[src/rtl/lsu.sv]
// Load/store unit: byte/half/word accesses to a word-wide data memory without byte enables.
// Define MISALIGN_CHECK_EN to reject misaligned half/word accesses with err instead of truncating the address.
`ifndef WORD_LEN
`define WORD_LEN 32
`endif

module lsu (
    input  logic                 clk,
    input  logic                 rst_n,
    input  logic                 req,
    input  logic                 we,
    input  logic [2:0]           funct3,
    input  logic [`WORD_LEN-1:0] addr,
    input  logic [`WORD_LEN-1:0] wdata_in,
    output logic                 busy,
    output logic                 done,
    output logic [`WORD_LEN-1:0] rdata_out,
    output logic                 err,
    output logic [`WORD_LEN-1:0] addr_d,
    input  logic [`WORD_LEN-1:0] rdata,
    output logic                 wen,
    output logic [`WORD_LEN-1:0] wdata
);
    localparam int W = `WORD_LEN;

    typedef enum logic [2:0] {
        IDLE       = 3'd0,
        RD_ISSUE   = 3'd1,
        RD_CAPTURE = 3'd2,
        WR         = 3'd3,
        RESP       = 3'd4
    } state_t;

    state_t       state_q, state_d;
    logic [W-1:0] acc_addr_q, acc_addr_d;
    logic [2:0]   funct3_q, funct3_d;
    logic         we_q, we_d;
    logic [W-1:0] store_word_q, store_word_d;  // latched store data, later the merged word
    logic [W-1:0] rdata_out_q, rdata_out_d;
    logic         misalign;
    logic [7:0]   lane_b;
    logic [15:0]  lane_h;
    logic [W-1:0] load_ext, merged;

`ifdef MISALIGN_CHECK_EN
    logic err_q, err_d;
    assign misalign = (funct3[1:0] == 2'b01 && addr[0]) || (funct3[1] && addr[1:0] != 2'b00);
`else
    assign misalign = 1'b0;
`endif

    // Lane extraction and read-modify-write merge, both keyed by the latched access.
    always_comb begin
        unique case (acc_addr_q[1:0])
            2'd0: lane_b = rdata[7:0];
            2'd1: lane_b = rdata[15:8];
            2'd2: lane_b = rdata[23:16];
            2'd3: lane_b = rdata[31:24];
        endcase
        lane_h = acc_addr_q[1] ? rdata[31:16] : rdata[15:0];

        load_ext = rdata;
        if (funct3_q[1:0] == 2'b00)
            load_ext = {{(W-8){lane_b[7] & ~funct3_q[2]}}, lane_b};
        else if (funct3_q[1:0] == 2'b01)
            load_ext = {{(W-16){lane_h[15] & ~funct3_q[2]}}, lane_h};

        merged = rdata;
        if (funct3_q[1:0] == 2'b00) begin
            unique case (acc_addr_q[1:0])
                2'd0: merged[7:0]   = store_word_q[7:0];
                2'd1: merged[15:8]  = store_word_q[7:0];
                2'd2: merged[23:16] = store_word_q[7:0];
                2'd3: merged[31:24] = store_word_q[7:0];
            endcase
        end else if (acc_addr_q[1]) begin
            merged[31:16] = store_word_q[15:0];
        end else begin
            merged[15:0]  = store_word_q[15:0];
        end
    end

    // NOTE: every variable gets a hold default first so no path can infer a latch.
    always_comb begin
        state_d      = state_q;
        acc_addr_d   = acc_addr_q;
        funct3_d     = funct3_q;
        we_d         = we_q;
        store_word_d = store_word_q;
        rdata_out_d  = rdata_out_q;
`ifdef MISALIGN_CHECK_EN
        err_d        = err_q;
`endif
        case (state_q)
            IDLE: begin
                if (req) begin
                    acc_addr_d = addr;
                    funct3_d   = funct3;
                    we_d       = we;
                    if (we) store_word_d = wdata_in;
`ifdef MISALIGN_CHECK_EN
                    err_d      = misalign;
`endif
                    if (misalign)
                        state_d = RESP;
                    else if (we && funct3[1])
                        state_d = WR;
                    else
                        state_d = RD_ISSUE;
                end
            end
            RD_ISSUE:   state_d = RD_CAPTURE;
            RD_CAPTURE: begin
                if (we_q) begin
                    store_word_d = merged;
                    state_d      = WR;
                end else begin
                    rdata_out_d  = load_ext;
                    state_d      = RESP;
                end
            end
            WR:         state_d = RESP;
            RESP:       state_d = IDLE;
            default:    state_d = IDLE;
        endcase
    end

    // NOTE: sequential state uses non-blocking assignments so all registers update together.
    always_ff @(posedge clk or negedge rst_n) begin
        if (!rst_n) begin
            state_q      <= IDLE;
            acc_addr_q   <= '0;
            funct3_q     <= '0;
            we_q         <= 1'b0;
            store_word_q <= '0;
            rdata_out_q  <= '0;
`ifdef MISALIGN_CHECK_EN
            err_q        <= 1'b0;
`endif
        end else begin
            state_q      <= state_d;
            acc_addr_q   <= acc_addr_d;
            funct3_q     <= funct3_d;
            we_q         <= we_d;
            store_word_q <= store_word_d;
            rdata_out_q  <= rdata_out_d;
`ifdef MISALIGN_CHECK_EN
            err_q        <= err_d;
`endif
        end
    end

    assign busy      = (state_q != IDLE);
    assign done      = (state_q == RESP);
    assign wen       = (state_q == WR);
    assign addr_d    = {acc_addr_q[W-1:2], 2'b00};
    assign wdata     = store_word_q;
    assign rdata_out = rdata_out_q;
`ifdef MISALIGN_CHECK_EN
    assign err       = done & err_q;
`else
    assign err       = 1'b0;
`endif

endmodule

[config.mk]
export PLATFORM = sky130hd
export DESIGN_NAME = lsu
export DESIGN_NICKNAME = d
export VERILOG_FILES = /design/src/rtl/lsu.sv
export SDC_FILE = /design/constraint.sdc
export NUM_CORES = 1
export LEC_CHECK = 0
export BUFFER_PORTS_ARGS = -buffer_cell sky130_fd_sc_hd__buf_4
export CORE_MARGIN = 5
export CORE_UTILIZATION = 54
export DETAILED_ROUTE_END_ITERATION = 6
export HOLD_SLACK_MARGIN = 0.02
export PLACE_DENSITY = 0.93
export SLEW_MARGIN = 20
export SYNTH_ARGS = -nofsm -noshare
export SYNTH_HDL_FRONTEND = slang
export SYNTH_SLANG_ARGS = --single-unit
[constraint.sdc]
create_clock -name clk -period 5.8 [get_ports clk]
set_input_delay 1.16 -clock clk [delete_from_list [all_inputs] [get_ports clk]]
set_output_delay 1.16 -clock clk [all_outputs]
set_load 0.01 [all_outputs]
=== Word-level counts from Yosys, hierarchy flattened ===
Index checks and enable logic that the tools add are counted.

* Bits in registers: 103
* Input port bits: 103
* Output and inout port bits: 100
* Word-level logic and storage cells: 55

* Equal/unequal tests: 13
* Mux-type cells: 19
* Bitwise gates (word level): 4
* Reduce and logical (&&, ||, !) cells: 11

{| class="wikitable"
|+ Operators with widths
! cell !! count
|-
| 32-bit 2-to-1 mux || 6
|-
| 32-bit case mux with 2 select lines || 1
|-
| 16-bit 2-to-1 mux || 3
|-
| 8-bit 2-to-1 mux || 4
|-
| 8-bit case mux with 4 select lines || 1
|-
| 3-bit case mux with 4 select lines || 1
|-
| 3-bit by 2-bit equality test with 1-bit output, second input constant || 2
|-
| 3-bit 2-to-1 mux || 2
|-
| 2-bit != test, second input constant || 3
|-
| 3-bit != test, second input constant || 2
|-
| 6-bit AND reduction || 1
|-
| 5-bit AND reduction || 1
|-
| 2-bit by 1-bit equality test with 1-bit output, second input constant || 2
|-
| 2-bit equality test, second input constant || 2
|-
| 2-bit logical NOT || 2
|-
| 2-bit AND reduction || 2
|-
| 4-bit AND reduction || 1
|-
| 3-bit by 1-bit equality test with 1-bit output, second input constant || 1
|-
| 3-bit equality test, second input constant || 1
|-
| 3-bit logical NOT || 1
|-
| 3-bit nonzero test || 1
|-
| 1-bit AND || 2
|-
| 2-bit 2-to-1 mux || 1
|-
| 1-bit NOT || 2
|-
| 2 further kinds || 2
|}

=== Logic depth before layout (Yosys ltp) ===
* Word-level depth: 5
* Mapped depth: 7
* Depth with buffers taken out: 4

=== Worst setup path after synthesis ===
No wires, ideal clock.

* Kind: input to register
* Start: in req
* End: reg store_word_q[10], in the netlist wdata[10]
* Setup time: 0.125 ns
* Data arrival time: 2.328 ns
* Data required time: 5.675 ns
* Path slack: 3.347 ns
* Stages on the path: 5
* Buffers on the path: 1
* Cells stage by stage: and3b_1 -> o21a_1 -> clkbuf_1 -> o21ai_1 -> mux2_2

* Word-level cells in the longest chain between the ends: 2

{| class="wikitable"
|+ Ends and longest elaborated chain
! item !! RTL line !! text
|-
| from (decl) || 10 || <nowiki>input logic req,</nowiki>
|-
| 2-bit != test (no source line) || - ||
|-
| 5-bit AND reduction (no source line) || - ||
|-
| to (signal assigned) || 145 || <nowiki>store_word_q <= store_word_d;</nowiki>
|-
| to (decl) || 38 || <nowiki>logic [W-1:0] store_word_q, store_word_d;</nowiki>
|}

No other way between the ends.
A chain may end at the register's enable or synchronous reset.

=== Final worst setup path ===
* Start: in req
* End: reg store_word_q[15], in the netlist wdata[15]

Same word-level chain as after synthesis.

==> impl_metrics.yaml <==
status:
  status: "finished clean"
global_routing:
  antenna_found_initial: 0
  track_usage: 0.279
  grt_pass1_wl_um: 26000
  first_global_vias: 4961
  grt_start_max_net_pins: 60
  grt.overflow.total: 0
clock_network:
  clock-sinks: 103
  post_cts_resized: 0
  cts_root_buffer: "clkbuf_8"
  cts_max_path_buffers: 2
  path_clk_slew_ns: 0.10
  cts_buffers: 9
  insertion_delay_ns: 0.37
  cts_setup_buffers: 0
  cts_tree: "yes"
  hold_buffers: 0
  htreeDepth: 3
drt:
  drc: 0
  wl_um: 16600
  postRouteAntennaNets: 0
  drt_iter0_drc: 319
  drt-pass1-iter-count: 7
  wl_per_cell_um: 20.9
  viasPerCell: 5.98
  vias: 4740
timing:
  skew_ns: 0.0154
  tns_ns: 0
  worstMarginPinSlew_ns: 1.18
  fin_crit_ns: 2.87
  timing.final.max_slew_violations: 0
  period_share: 0.494
  rsz0062_at_grt: "no"
  hold_viol_final: 0
  max_freq_mhz: 349
  layout_setup_ws_ns: 2.93
  slew_headroom: 0.210
  setup_viol: 0
worst_setup_path:
  rr_worst_depth: 5
  slowest_stage: "o21a_1"
  critPathMaxStageDelay_ns: 0.72
  cp.required_ns: 6.05
  path_max_fanout: 26
  endpoint_kind: "flip-flop"
  timing.rr.start: "state_q[1]"
  cp.buffers_inverters: 1
  cp_data_arrival_time_ns: 3.12
  critPathLaunchType: "primary input"
  r2r-end: "rdata_out[12]"
  cp_cell_sequence: "buf_4 -> and3b_1 -> o21a_1 -> o21ai_1 -> mux2_1"
  rrSetupSlack_ns: 3.06
  path_delay_family: "compound AO/OA/AOI/OAI gates"
  path_class: "in -> reg"
finish:
  layout.nets: 758
  area.growth.synth_to_final_pct: 28.8
  utilization: 0.714
  antenna_cells: 0
  layout-drive-gt1-share: 0.377
  design_area_mm2: 0.00697
  stdcell_count: 793
synth:
  ys_warn_count: 0
  synth_top_area_share: 0.476
  synth-seq-area-share: 0.476
  synthArstFlopShare: 1.00
  syn_area_mm2: 0.00542
  synth_ff_type: "dfrtp_1"
  synth_cell_types: 45
  yosysMostFrequentCell: "dfrtp_1"
  synth_area_per_cell_um2: 10.7
  synthCells: 508
  synth_edf_count: 0
  synth_top_cell_by_area: "dfrtp_1"
  synth_commonest_cells: "103 x dfrtp_1, 45 x nand2_1, 38 x nand3_1"
  ys_ff_latch: 103
  ys_top_cells_by_area: "dfrtp_1 48%, mux2_1 7.7%, buf_4 4.7%"
power:
  p_leak_uw: 0.00326
  ir_worst_vdd_mv: 0.361
  power-per-cell-area_mw_per_mm2: 581
placed_design:
  pre_cts_ws_ns: 2.56
  dp_cells: 777
  dpl-instance-area_mm2: 0.00673
  place_congestion: 0.929
  dpl.hpwl_um: 12400
  io_buffers: 199
floorplan:
  fp-row-count: 36
  die_w_um: 110
  io_pins: 203
  die-area_mm2: 0.0121
  coreArea_mm2: 0.00977
  die_h_um: 110
  start_util: 0.554
min_path:
  hold_depth: 1
  hold_end: "acc_addr_q[9]"
  min-delay-start: "acc_addr_q[9]"
  hold_path.class: "reg -> reg"
run:
  drv_cap: 0
==> worst reg2reg max path: cells and delay by family (launching register included) <==
family,cells,cell delay (ns)
AO/OA/AOI/OAI,2,0.88
flip-flops,1,0.56
AND/OR/NAND/NOR,2,0.85
buffers and inverters,1,0.31
==> state kept, by name, summed over array words and instances, names as in the netlist <==
register,count
acc_addr_q,32
funct3_q,3
rdata_out,32
state_q,3
wdata,32
we_q,1
==> report_power, final <==
group,total (uW),switching (uW),internal (uW)
Clock,551,252,299
Combinational,2070,1030,1040
Sequential,1430,354,1080
==> per-layer routing <==
layer	up-vias	wire, um	global-route usage
met3	60	1840	0.0612
met2	287	7910	0.447
met4	0	701	0.142
li1	2108	-	-
met5	-	0	0
met1	2285	6160	0.356
==> cells in the final DEF (no fill, tap or decap), drive strengths merged, types with 2 or more instances in the layout <==
master and count:
mux4 8, nor2b 3, a22o 7, dfrtp 103, a2bb2oi 8, or3b 2, nor2 28, o22ai 24
and3b 2, nor4b 2, a21oi 25, clkbuf 11, clkinvlp 2, a22oi 7, nand3 48, conb 3
o211ai 16, nand2 45, nor3b 3, nand2b 4, mux2 43, bufinv 3, buf 205, a31oi 2
nor3 4, mux2i 24, o21ai 10, o22a 8
==> per-stage QoR <==
| step | power, uW | hold slack (ns) |
|---|---|---|
| 2_1_floorplan | 2750 | 0.459 |
| 3_5_place_dp | 3510 | 0.476 |
| 6_report | 4050 | 0.494 |
| 3_3_place_gp | 3420 | 0.468 |
| 4_1_cts | 4060 | 0.497 |
| 5_1_grt | 4320 | 0.510 |
==> cell type report <==
type                    instances  area (um^2)
clock buffers                  11          141
clock inverters                 5          105
fillers                       716         2800
inverters                       1         3.75
multi-input cells             335         2440
flip-flops and latches        103         2580
well taps                     133          166
repair buffers                205         1540
==> how the worst max path moves through the flow <==
stage | endpoint | from | cells after the start
floorplan | wdata[10] | req | 5
global placement | wdata[14] | req | 5
detailed placement | wdata[15] | req | 5
CTS | wdata[15] | req | 5
global route | rdata_out[12] | state_q[1] | 5
finish | wdata[15] | req | 5
==> kinds of logic (layout without fill, tap and decap cells) <==
family,after synthesis,after routing,share of synthesized area
simple gates,144,144,0.138
flops,103,103,0.476
other cells,1,3,0.000692
compound gates,113,113,0.141
mux,75,75,0.167
buf+inv,72,222,0.0772
Note: power is estimated with default switching activity, not from simulation.
